## src/rtl/mul_accumulator.sv

```systemverilog
// mul_accumulator
//
// Accumulation stage for the multiply-accumulate path. Consumes a stream of
// 2N-bit unsigned products from the upstream multiplier and sums them into an
// ACC_W-bit accumulator. A beat tagged with in_last closes the sequence. The
// final sum, saturating term count and sticky overflow flag are then held
// until the consumer takes them.
//
// Parameters
//   N      operand width of the upstream multiplier (product width is 2N)
//   ACC_W  accumulator width, must be >= 2N
//   CNT_W  term-counter width
//
// Ports
//   clk        rising-edge clock
//   rst        asynchronous active-high reset
//   clr        synchronous abort; discards the sequence in progress
//   in_valid   prod carries a valid product
//   in_ready   block accepts a beat this cycle (decode of state only)
//   prod       unsigned product, 2N bits
//   in_last    final term of the current sequence
//   out_valid  result is held and valid
//   out_ready  consumer accepts the result
//   acc_out    accumulated sum, modulo 2^ACC_W
//   cnt_out    number of accepted terms, saturating at 2^CNT_W-1
//   ovf        sticky: the sum exceeded 2^ACC_W-1 during the sequence
module mul_accumulator #(
    parameter int N     = 4,
    parameter int ACC_W = 12,
    parameter int CNT_W = 4
) (
    input  logic               clk,
    input  logic               rst,
    input  logic               clr,
    input  logic               in_valid,
    output logic               in_ready,
    input  logic [2*N-1:0]     prod,
    input  logic               in_last,
    output logic               out_valid,
    input  logic               out_ready,
    output logic [ACC_W-1:0]   acc_out,
    output logic [CNT_W-1:0]   cnt_out,
    output logic               ovf
);

    typedef enum logic {
        ACC  = 1'b0,
        DONE = 1'b1
    } state_t;

    localparam logic [CNT_W-1:0] CNT_MAX = '1;

    state_t             state_reg, state_next;
    logic [ACC_W-1:0]   acc_reg, acc_next;
    logic [CNT_W-1:0]   cnt_reg, cnt_next;
    logic               ovf_reg, ovf_next;

    // One extra bit on top of the accumulator captures the carry out of
    // bit ACC_W-1, which is what feeds the sticky overflow flag.
    logic [ACC_W:0]     sum;
    logic               accept;

    assign sum    = {1'b0, acc_reg} + {{(ACC_W + 1 - 2*N){1'b0}}, prod};
    assign accept = in_valid & in_ready;

    // in_ready deliberately ignores clr: a beat presented during clr looks
    // accepted upstream but is dropped by the clr branch below.
    assign in_ready  = (state_reg == ACC);
    assign out_valid = (state_reg == DONE);
    assign acc_out   = acc_reg;
    assign cnt_out   = cnt_reg;
    assign ovf       = ovf_reg;

    always_comb begin
        state_next = state_reg;
        acc_next   = acc_reg;
        cnt_next   = cnt_reg;
        ovf_next   = ovf_reg;

        if (clr) begin
            // Abort wins over any beat, in_last or output handshake.
            state_next = ACC;
            acc_next   = '0;
            cnt_next   = '0;
            ovf_next   = 1'b0;
        end else begin
            case (state_reg)
                ACC: begin
                    if (accept) begin
                        acc_next = sum[ACC_W-1:0];
                        ovf_next = ovf_reg | sum[ACC_W];
                        if (cnt_reg != CNT_MAX) begin
                            cnt_next = cnt_reg + 1'b1;
                        end
                        if (in_last) begin
                            state_next = DONE;
                        end
                    end
                end
                DONE: begin
                    // Result stays frozen until the consumer takes it; the
                    // clear happens on the handshake edge so the next
                    // sequence starts from zero.
                    if (out_ready) begin
                        state_next = ACC;
                        acc_next   = '0;
                        cnt_next   = '0;
                        ovf_next   = 1'b0;
                    end
                end
                default: begin
                    state_next = ACC;
                end
            endcase
        end
    end

    always_ff @(posedge clk or posedge rst) begin
        if (rst) begin
            state_reg <= ACC;
            acc_reg   <= '0;
            cnt_reg   <= '0;
            ovf_reg   <= 1'b0;
        end else begin
            state_reg <= state_next;
            acc_reg   <= acc_next;
            cnt_reg   <= cnt_next;
            ovf_reg   <= ovf_next;
        end
    end

endmodule

```

## config.mk

```make
export PLATFORM = sky130hd
export DESIGN_NAME = mul_accumulator
export DESIGN_NICKNAME = d
export VERILOG_FILES = /design/src/rtl/mul_accumulator.sv
export SDC_FILE = /design/constraint.sdc
export NUM_CORES = 1
export LEC_CHECK = 0
export BUFFER_PORTS_ARGS = -buffer_cell sky130_fd_sc_hd__buf_2
export CORE_MARGIN = 2
export CORE_UTILIZATION = 48
export CTS_BUF_LIST = sky130_fd_sc_hd__clkbuf_4 sky130_fd_sc_hd__clkbuf_8
export CTS_CLUSTER_SIZE = 16
export DETAILED_ROUTE_END_ITERATION = 8
export PLACE_DENSITY = 0.81
export SLEW_MARGIN = 20
export SYNTH_ARGS = -nofsm -noshare
export SYNTH_HDL_FRONTEND = slang
export SYNTH_SLANG_ARGS = --single-unit
export TNS_END_PERCENT = 30
```

## constraint.sdc

```tcl
create_clock -name clk -period 1.8 [get_ports clk]
set_clock_uncertainty 0.15 [all_clocks]
set_input_delay 0.36 -clock clk [delete_from_list [all_inputs] [get_ports clk]]
set_output_delay 0.36 -clock clk [all_outputs]
set_load 0.05 [all_outputs]
```

==> key figures <==
Outcome
  – Violated checks: setup timing
  – Status: finished with violations

Timing
  – Final Max Tran Viols: 0
  – Final hold vios: 0
  – Final Cycle Share: 1.14
  – RSZ-0062 raised after global routing: yes
  – Crit path time final: roughly 2.0 ns
  – Slew headroom: 0.542
  – Final setup vio count: 9
  – Fmax achieved: just under 500 MHz
  – Worst hold margin: 0.143 ns
  – Slew @ Worst Pin: 0.684 ns
  – PnR worst setup slack: -0.249 ns

Detailed routing
  – Pre-antenna DRT Iters: 4
  – Final WL: around 3200 um
  – Residual DRC count: 0
  – Vias: 1139
  – Via-to-Cell Ratio: approximately 5.8
  – Final ANT Viol Nets: 0
  – Detailed Route Iter0 Violations: 26
  – WL per Instance: ~16 um

Placement
  – Global placement routability congestion: between 0.8 and 0.9
  – Worst slack at placement: -0.262 ns
  – Placed cell area: between 1000 and 1500 sq um
  – DP Wirelength: 2270 um
  – Port buffer count: 32

Floorplanning
  – Ports: 33
  – Num rows: 17
  – Die H: roughly 53 um
  – Chip width: 52.8 um
  – Core footprint: 2230 sq um
  – Starting Density: 0.511
  – Full die area: around 2800 sq um

Power
  – P_leak: between 0.8 and 0.9 nW
  – Final Power: roughly 1.3 mW
  – Pwr dens: between 800 and 900 nW/um^2
  – VDD IR-drop max: ~0.57 mV

Worst setup path
  – Crit path arrival time: 2.14 ns
  – Setup slack, reg-to-reg: -0.25 ns
  – CP startpoint kind: register
  – Crit path max fanout: 5
  – Setup CP Type: register to register
  – Worst setup EP type: register
  – Required time of the critical path: ~1.9 ns

Global routing
  – Vias in the first global route: 1115
  – First-pass GRT wire length: between 4000 and 5000 um
  – Largest net degree at the start of global routing: 12
  – Initial antenna violation count: 0
  – Gr usage total: 0.243
  – Total grt overflow: 0

Clock tree
  – Clock latency on the worst-skew pair: roughly 0.3 ns
  – CTS tree: done
  – Clock slew at reported path FFs: around 0.11 ns
  – CTS H-tree lvls: 1
  – Clk sinks: 18
  – CTS Buf Count: 3
  – Root Buffer: clkbuf_4
  – CTS max path bufs: 2

Synth
  – Netlist Area Pre-Place: 1140 sq um
  – Mapped Cells: 113
  – Sequential-to-total area share from yosys stat: 0.394
  – Syn nets: 137
  – Mean post-synth cell area: between 10 and 15 sq um
  – Count of state elements after synthesis: 18
  – Count of cell types in the netlist: 32
  – Synth warn: 0

Cells and area
  – Filler cells: 169
  – Register Area: around 460 sq um
  – Layout net count: 192
  – Ant diodes: 0
  – Synth-to-layout area growth: 38.2%
  – Most frequent cells in the layout: 32 x buf_2, 19 x buf_4, 12 x dfrtp_1, 10 x a21oi_1, 9 x nand2_1
  – Commonest non-fill, non-tap cell in the layout: buf_2
  – Layout cell share with drive strength beyond 1: 0.485
  – Final core utilization: 0.707
  – Final Instance Area: ~1600 sq um
  – Area of the multi-input gates: 722 sq um
  – Max FFs per register: 12

Hold path
  – Hold Crit Class: primary input to register

Flow run
  – Max-cap violations: 0
layout make-up:
cell class / count / area share
Multi-Input combinational cell: 89 / 0.457
Sequential cell: 18 / 0.290
Timing Repair Buffer: 52 / 0.198
Clock buffer: 4 / 0.0230
Tap cell: 28 / 0.0222
Inverter: 4 / 0.00951
Yosys cell counts:
| cell type | instances | share of area |
|---|---|---|
| a211oi_1 | 2 | 0.013 |
| o211ai_1 | 2 | 0.013 |
| xnor2_1 | 4 | 0.031 |
| a221o_1 | 1 | 0.0088 |
| a21oi_1 | 12 | 0.053 |
| nor2_1 | 8 | 0.026 |
| o21ai_2 | 2 | 0.015 |
| nand2_1 | 9 | 0.030 |
| and3_1 | 1 | 0.0055 |
| nand4_1 | 1 | 0.0055 |
| nor3_1 | 1 | 0.0044 |
| and2_1 | 1 | 0.0055 |
| o21ai_1 | 1 | 0.0044 |
| dfrtp_1 | 18 | 0.39 |
| buf_6 | 2 | 0.020 |
| o31ai_1 | 1 | 0.0066 |
| xor2_1 | 2 | 0.015 |
| inv_1 | 4 | 0.013 |
| a211oi_2 | 1 | 0.011 |
| nand3_1 | 4 | 0.018 |
| a31oi_1 | 2 | 0.011 |
| ha_1 | 9 | 0.099 |
| a21o_2 | 1 | 0.0077 |
| nand2b_1 | 1 | 0.0055 |
| a31o_2 | 4 | 0.031 |
| a41oi_1 | 1 | 0.0077 |
| a21oi_4 | 2 | 0.028 |
| a21o_1 | 3 | 0.020 |
| fa_1 | 1 | 0.018 |
| o21a_1 | 1 | 0.0066 |
| a22o_1 | 8 | 0.061 |
| o21ai_0 | 3 | 0.013 |
per-stage QoR:
stage,instances,setup TNS (ns)
finish,195,-1.30
detailed placement,188,-1.98
CTS,193,-1.40
floorplan,113,-1.56
global route,195,-1.78
global placement,188,-1.50
cells by family after synthesis:
kind of cell / count (synthesis) / synth area share
and+or+nand+nor: 26 / 0.0997
DFF: 18 / 0.394
buffers and inverters: 6 / 0.0329
AOI/OAI and AO/OA: 47 / 0.311
adders and majority gates: 10 / 0.116
xor gates and xnor gates: 6 / 0.0460
power by group:
part	switching [mW]	leakage [nW]	internal, mW	total, mW
clock network	0.138	0.0210	0.123	0.262
logic	0.351	0.551	0.224	0.575
registers	0.0375	0.235	0.441	0.479
repair_timing:
item / 4_1_cts / 5_1_grt
resized for setup: 3 / 6
pin swaps: 5 / 3
endpoints found under the hold margin: 7 / 0
setup buffers: 0 / 2
cloned: 0 / 0
hold buffers: 1 / 0
setup endpoints to repair: 13 / 13
worst max-delay path: stages (launching register included):
cell and delay [ns]:
dfrtp_2 0.44, ha_4 0.17, fa_2 0.37, a211oi_2 0.25, o21a_2 0.19, o21ai_4 0.09, a21oi_1 0.20, a31o_2 0.14
final timing paths:
| check | to | depth (start not counted) | from |
|---|---|---|---|
| max | acc_out[8] | 7 | acc_out[0] |
| min | out_valid | 3 | in_last |
| max reg2reg | acc_out[8] | 7 | acc_out[0] |
| min reg2reg | ovf | 2 | ovf |
| max in group asynchronous | acc_out[7] | 4 | rst |
| min in group asynchronous | acc_out[6] | 3 | rst |
routing by layer:
layer | routed length (um) | share of wire | track usage | vias to the layer above
met5 | 0 | 0 | 0 | -
met4 | 17 | 0.0054 | 0.0769 | 0
met3 | 217 | 0.068 | 0.0343 | 2
met2 | 1630 | 0.51 | 0.421 | 57
met1 | 1310 | 0.41 | 0.309 | 546
li1 | - | - | - | 534
Note: power is estimated with default switching activity, not from simulation.
